--- src/rtl/solver_scheduler.sv ---
// -----------------------------------------------------------------------------
// solver_scheduler
//
// Shares NUM_SOLVERS machine-configuration solver instances among a stream of
// parsed machine records. Jobs are dispatched round-robin to free solver slots.
// Results are collected as the solvers finish, in any order, and are released
// to the sink strictly in the order the jobs were accepted.
//
// Ports
//   clk            clock, all logic on the rising edge
//   rst            synchronous active-high reset
//   job_valid      job source presents job_data/job_last
//   job_ready      scheduler accepts the presented job this cycle
//   job_data       parsed machine record
//   job_last       marks the final job of the input
//   solver_start   one-cycle start pulse per solver
//   solver_job     registered job per solver (slice i drives solver i)
//   solver_done    one-cycle completion pulse per solver
//   solver_result  per-solver result, valid together with solver_done[i]
//   res_valid      a result is available at the retire pointer
//   res_ready      sink accepts the result
//   res_data       result, in job order
//   res_last       result belongs to the job marked job_last
//   busy_count     number of slots that are not IDLE
//   all_done       sticky, the last result has been retired
//   protocol_err   sticky, a solver_done pulse arrived when none was expected
// -----------------------------------------------------------------------------
module solver_scheduler #(
    parameter int NUM_SOLVERS  = 4,
    parameter int JOB_WIDTH    = 64,
    parameter int RESULT_WIDTH = 16
) (
    input  logic                                 clk,
    input  logic                                 rst,
    input  logic                                 job_valid,
    output logic                                 job_ready,
    input  logic [JOB_WIDTH-1:0]                 job_data,
    input  logic                                 job_last,
    output logic [NUM_SOLVERS-1:0]               solver_start,
    output logic [NUM_SOLVERS*JOB_WIDTH-1:0]     solver_job,
    input  logic [NUM_SOLVERS-1:0]               solver_done,
    input  logic [NUM_SOLVERS*RESULT_WIDTH-1:0]  solver_result,
    output logic                                 res_valid,
    input  logic                                 res_ready,
    output logic [RESULT_WIDTH-1:0]              res_data,
    output logic                                 res_last,
    output logic [$clog2(NUM_SOLVERS+1)-1:0]     busy_count,
    output logic                                 all_done,
    output logic                                 protocol_err
);

    localparam int PTR_W = $clog2(NUM_SOLVERS);
    localparam int CNT_W = $clog2(NUM_SOLVERS + 1);

    localparam logic [PTR_W-1:0] PTR_LAST = PTR_W'(NUM_SOLVERS - 1);
    localparam logic [PTR_W-1:0] PTR_ONE  = PTR_W'(1);
    localparam logic [CNT_W-1:0] CNT_ONE  = CNT_W'(1);

    typedef enum logic [1:0] {
        S_IDLE = 2'd0,
        S_BUSY = 2'd1,
        S_DONE = 2'd2
    } slot_state_e;

    // Per-slot state and storage
    slot_state_e               slot_q   [NUM_SOLVERS];
    slot_state_e               slot_d   [NUM_SOLVERS];
    logic [JOB_WIDTH-1:0]      job_q    [NUM_SOLVERS];
    logic [JOB_WIDTH-1:0]      job_d    [NUM_SOLVERS];
    logic [RESULT_WIDTH-1:0]   result_q [NUM_SOLVERS];
    logic [RESULT_WIDTH-1:0]   result_d [NUM_SOLVERS];
    logic [NUM_SOLVERS-1:0]    last_q;
    logic [NUM_SOLVERS-1:0]    last_d;
    logic [NUM_SOLVERS-1:0]    start_q;
    logic [NUM_SOLVERS-1:0]    start_d;

    // Global pointers and flags
    logic [PTR_W-1:0]          dp_q;
    logic [PTR_W-1:0]          dp_d;
    logic [PTR_W-1:0]          rp_q;
    logic [PTR_W-1:0]          rp_d;
    logic                      last_seen_q;
    logic                      last_seen_d;
    logic                      all_done_q;
    logic                      all_done_d;
    logic                      err_q;
    logic                      err_d;
    logic [CNT_W-1:0]          busy_q;
    logic [CNT_W-1:0]          busy_d;

    logic                      job_ready_s;
    logic                      accept_s;
    logic                      retire_s;
    logic                      res_valid_s;

    // Round-robin pointer advance with explicit wrap (works for any slot count).
    function automatic logic [PTR_W-1:0] next_ptr(input logic [PTR_W-1:0] p);
        logic [PTR_W-1:0] n;
        if (p == PTR_LAST) begin
            n = '0;
        end else begin
            n = p + PTR_ONE;
        end
        return n;
    endfunction

    // Ready depends only on registered state; held low while rst is asserted
    // so every output reads zero during reset.
    assign job_ready_s = !rst && (slot_q[dp_q] == S_IDLE) && !last_seen_q && !all_done_q;
    assign res_valid_s = (slot_q[rp_q] == S_DONE);
    assign accept_s    = job_valid && job_ready_s;
    assign retire_s    = res_valid_s && res_ready;

    assign job_ready    = job_ready_s;
    assign res_valid    = res_valid_s;
    assign res_data     = result_q[rp_q];
    assign res_last     = last_q[rp_q];
    assign solver_start = start_q;
    assign busy_count   = busy_q;
    assign all_done     = all_done_q;
    assign protocol_err = err_q;

    genvar g;
    generate
        for (g = 0; g < NUM_SOLVERS; g++) begin : g_job_out
            assign solver_job[g*JOB_WIDTH +: JOB_WIDTH] = job_q[g];
        end
    endgenerate

    // Next-state: completion, retire and dispatch touch disjoint slots
    // (BUSY, DONE at rp, IDLE at dp), so they are evaluated independently.
    always_comb begin
        slot_d      = slot_q;
        job_d       = job_q;
        result_d    = result_q;
        last_d      = last_q;
        start_d     = '0;
        dp_d        = dp_q;
        rp_d        = rp_q;
        last_seen_d = last_seen_q;
        all_done_d  = all_done_q;
        err_d       = err_q;
        busy_d      = '0;

        // Completion: accepted only from a BUSY slot whose start pulse is over.
        for (int i = 0; i < NUM_SOLVERS; i++) begin
            if (solver_done[i]) begin
                if ((slot_q[i] == S_BUSY) && !start_q[i]) begin
                    result_d[i] = solver_result[i*RESULT_WIDTH +: RESULT_WIDTH];
                    slot_d[i]   = S_DONE;
                end else begin
                    err_d = 1'b1;
                end
            end else begin
                result_d[i] = result_q[i];
            end
        end

        // Retire the in-order head; the freed slot is only seen as IDLE next cycle.
        if (retire_s) begin
            slot_d[rp_q] = S_IDLE;
            rp_d         = next_ptr(rp_q);
            if (last_q[rp_q]) begin
                all_done_d = 1'b1;
            end else begin
                all_done_d = all_done_q;
            end
        end else begin
            rp_d = rp_q;
        end

        // Dispatch to the slot at dp and schedule its one-cycle start pulse.
        if (accept_s) begin
            slot_d[dp_q]  = S_BUSY;
            job_d[dp_q]   = job_data;
            last_d[dp_q]  = job_last;
            start_d[dp_q] = 1'b1;
            dp_d          = next_ptr(dp_q);
            last_seen_d   = job_last;
        end else begin
            dp_d = dp_q;
        end

        // Occupancy is taken from the next state so it moves with the slots.
        for (int i = 0; i < NUM_SOLVERS; i++) begin
            if (slot_d[i] != S_IDLE) begin
                busy_d = busy_d + CNT_ONE;
            end else begin
                busy_d = busy_d;
            end
        end
    end

    // State registers with synchronous reset.
    always_ff @(posedge clk) begin
        if (rst) begin
            for (int i = 0; i < NUM_SOLVERS; i++) begin
                slot_q[i]   <= S_IDLE;
                job_q[i]    <= '0;
                result_q[i] <= '0;
            end
            last_q      <= '0;
            start_q     <= '0;
            dp_q        <= '0;
            rp_q        <= '0;
            last_seen_q <= 1'b0;
            all_done_q  <= 1'b0;
            err_q       <= 1'b0;
            busy_q      <= '0;
        end else begin
            for (int i = 0; i < NUM_SOLVERS; i++) begin
                slot_q[i]   <= slot_d[i];
                job_q[i]    <= job_d[i];
                result_q[i] <= result_d[i];
            end
            last_q      <= last_d;
            start_q     <= start_d;
            dp_q        <= dp_d;
            rp_q        <= rp_d;
            last_seen_q <= last_seen_d;
            all_done_q  <= all_done_d;
            err_q       <= err_d;
            busy_q      <= busy_d;
        end
    end

endmodule

--- config.mk ---
export PLATFORM = sky130hd
export DESIGN_NAME = solver_scheduler
export DESIGN_NICKNAME = d
export VERILOG_FILES = /design/src/rtl/solver_scheduler.sv
export SDC_FILE = /design/constraint.sdc
export NUM_CORES = 1
export LEC_CHECK = 0
export BUFFER_PORTS_ARGS = -buffer_cell sky130_fd_sc_hd__buf_2
export CAP_MARGIN = 20
export CORE_MARGIN = 1
export CORE_UTILIZATION = 40
export DETAILED_ROUTE_END_ITERATION = 7
export PLACE_DENSITY = 0.67
export SYNTH_ARGS = -nofsm -noshare
export SYNTH_HDL_FRONTEND = slang
export SYNTH_SLANG_ARGS = --single-unit
--- constraint.sdc ---
create_clock -name clk -period 7.3 [get_ports clk]
set_input_delay 0.73 -clock clk [delete_from_list [all_inputs] [get_ports clk]]
set_output_delay 0.73 -clock clk [all_outputs]
set_load 0.05 [all_outputs]
==> impl_metrics.py <==
metrics = {
    "routing": {
        "drt_iter0_markers": 719,
        "vias_per_cell": 4.857,
        "drc_errors": 0,
        "routed_wirelength_um": 38280,
        "drtPass1Iterations": 6,
        "wl_per_cell_um": 16.02,
        "vias": 11610,
        "ant_nets": 0,
    },
    "timing": {
        "max_freq_mhz": 270.1,
        "period_needed_ps": 3703,
        "worst_slack_ps": 3597,
        "timing.hold.ws_ps": 449.9,
        "setup_viol": 0,
        "slew_viol_final": 0,
        "hold_viol_final": 0,
        "timing.final.crit_share_pct": 50.72,
        "clock_skew_ps": 10.99,
        "slew_headroom_pct": 26.91,
        "tightest_slew_ps": 1095,
        "rsz0062_at_grt": "false",
        "fin_tns_setup_ps": 0,
    },
    "setup_path": {
        "r2r-start": "rp_q[1]",
        "worstPathMaxFanout": 148,
        "worstSetupEndpointType": "flip-flop",
        "worstPathCellList": "buf_8 -> nor3_1 -> and3_1 -> nand2_4 -> inv_2 -> a21oi_1 -> inv_1 -> ha_1 -> xnor2_2 -> ha_1 -> nor2b_1 -> a22o_1",
        "reg2reg_depth": 11,
        "critPathArrivalTime_ps": 4100,
        "r2r-end": "busy_count[1]",
        "cp-start-kind": "input pin",
        "cp_num_buf_inv": 3,
        "critPathTopFamily": "simple AND/OR/NAND/NOR gates",
        "cpMostUsedCell": "ha_1",
        "slowest_delay_ps": 660,
        "path_class": "input pin to flip-flop",
        "crit_required_ps": 7700,
        "regToRegSetupSlack_ps": 3610,
        "cp_slowest_cell": "nand2_4",
    },
    "run": {
        "max_cap_violations": 0,
    },
    "min_path": {
        "hold_end": "solver_job[112]",
        "min_path_type": "flip-flop to flip-flop",
        "hp-start": "solver_job[112]",
        "hold_path_depth": 2,
    },
    "floorplanning": {
        "die_area_um2": 33750,
        "core_area_um2": 32540,
        "core.rowCount": 66,
        "ios": 421,
        "die_h_um": 183.7,
        "die_x_um": 183.7,
        "initial_core_util_pct": 40.59,
    },
    "pwr": {
        "p_leak_nw": 6.925,
        "total_power_mw": 4.212,
        "powerDensity_nw_per_um2": 255.6,
        "ir_drop_v": 0.0001654,
    },
    "synth": {
        "synth.ff_latch_count": 346,
        "ys_seq_area_share_pct": 52.44,
        "synthCells": 1566,
        "syn_area_um2": 13210,
        "ys_types": 41,
        "ys_warn_count": 0,
        "syn_area_per_cell_um2": 8.434,
        "syn_nets": 1714,
    },
    "placement": {
        "place_ws_ps": 3029,
        "dp_cells": 2323,
        "io_buffer_count": 420,
        "dpl.hpwl_um": 25440,
        "place_congestion": 0.8028,
    },
    "clock_tree": {
        "cts_buffers": 38,
        "cts_tree": "done",
        "clk_pin_slew_worst_paths_ps": 60,
        "cts_setup_buffers": 0,
        "clockRootBuffer": "clkbuf_16",
        "cts.sink_count": 346,
        "cts-hold-fix-buffers": 0,
        "clkLatencyLatePin_ps": 510,
        "cts_buffer_depth": 3,
        "post_cts_resized": 0,
        "htree_levels": 2,
    },
    "final_layout": {
        "area_growth_pct": 24.78,
        "design.final.nets": 2070,
        "n_fill_cell": 3225,
        "drive_above_1_share_pct": 26.72,
        "multi_input_area_um2": 5563,
        "seq_area_um2": 6927,
        "stdcell_count": 2390,
    },
    "global_routing": {
        "antenna_found_initial": 2,
        "grt_start_max_net_pins": 149,
        "grt-ovfl-total": 0,
        "first_global_vias": 10960,
        "grt_first_pass_wirelength_um": 59140,
        "grt.total_usage_pct": 21.96,
    },
    "status": {
        "status": "finished clean",
    },
}
[logic make-up after synthesis]
logic type      Yosys count  synth area share [%]
mux                      24                 3.808
fa+ha+maj                11                 1.042
simple gates            718                 23.88
compound gates          342                 13.26
xor+xnor                  1                0.1232
flops                   346                 52.44
buf+inv                 124                 5.438
[cell usage in the layout, fill, tap and decap left out, types with 5 or more instances in the layout]
cell	synthesis	final
clkbuf_16	0	41
nand3_1	7	7
nand2_1	526	526
inv_1	8	8
buf_2	10	419
clkbuf_1	59	10
nor2b_1	6	6
a21oi_1	203	203
dfxtp_1	346	346
clkbuf_8	0	5
nand2b_1	131	131
buf_4	2	7
mux4_2	20	20
clkinv_2	0	5
o21ai_0	94	94
o21ai_1	36	36
ha_1	11	11
nor2_1	23	23
[flip-flops by register name (all words and copies together) (netlist names)]
signal and cells:
protocol_err 1, result_q 64, solver_start 4, last_seen_q 1
solver_job 256, rp_q 2, slot_q 8, dp_q 2
all_done 1, last_q 4, busy_count 3
[cell usage after synthesis, drive strengths merged]
master	number	area, um2
nand2	528	1997
dfxtp	346	6927
a21oi	204	1032
nand2b	131	819.5
o21ai	130	650.6
clkbuf	71	281.5
buf	41	391.6
nor2	25	117.6
mux4	20	450.4
inv	12	45.04
ha	11	137.6
nand3	7	35.03
nor2b	6	37.54
or2	5	31.28
and2	4	25.02
and3	4	25.02
mux2i	4	52.55
nor4	3	31.28
a31oi	2	12.51
nand3b	2	15.01
nor3b	2	15.01
a2111oi	1	10.01
a211o	1	8.760
a221oi	1	8.760
a22o	1	8.760
nor3	1	5.000
o211ai	1	7.510
o22ai	1	12.51
xnor2	1	16.27
[per-layer routing]
metal  track usage [%]  share of wire [%]
met1             27.14                 42
met2             36.47                 47
met3             6.181                8.4
met4             7.700                2.8
met5                 0                  0
[worst register-to-register path: cells and delay by family, from the launching register on]
| family | cells | cell delay [ps] |
|---|---|---|
| DFF | 1 | 1040 |
| and+or+nand+nor | 3 | 610 |
| adders and majority gates | 2 | 590 |
| AOI/OAI and AO/OA | 2 | 480 |
| muxes | 1 | 440 |
| buffers and inverters | 2 | 220 |
| xor gates and xnor gates | 1 | 210 |
[worst max-delay path by stage]
stage	from	to	slack (ps)	depth (start not counted)
6_report	rst	busy_count[1]	3600	12
5_1_grt	rst	busy_count[1]	3310	12
4_1_cts	rst	busy_count[1]	3570	12
3_5_place_dp	rst	busy_count[1]	3030	12
3_3_place_gp	rst	busy_count[1]	3120	12
2_1_floorplan	rp_q[0]	busy_count[1]	4280	13
[cell type report]
type,instances,area share [%]
antenna,2,0.03037
clock buffer,56,6.871
clock inverter,8,0.4327
inverter,12,0.2733
multi-input combinational,1096,33.75
sequential,346,42.03
tap,442,3.356
timing repair buffer,428,13.26
[through the flow]
stage	util, %	area, um2
floorplan	-	13210
global placement	46.88	15250
detailed placement	46.88	15250
CTS	50.58	16460
global route	50.65	16480
finish	50.65	16480
[where the power goes]
| part | leakage (nW) | switching [mW] | internal (mW) |
|---|---|---|---|
| registers | 2.80 | 0.0220 | 1.93 |
| logic | 3.54 | 0.301 | 0.112 |
| clock network | 0.591 | 0.740 | 1.11 |
| total | 6.93 | 1.06 | 3.15 |
Note: power is estimated with default switching activity, not from simulation.
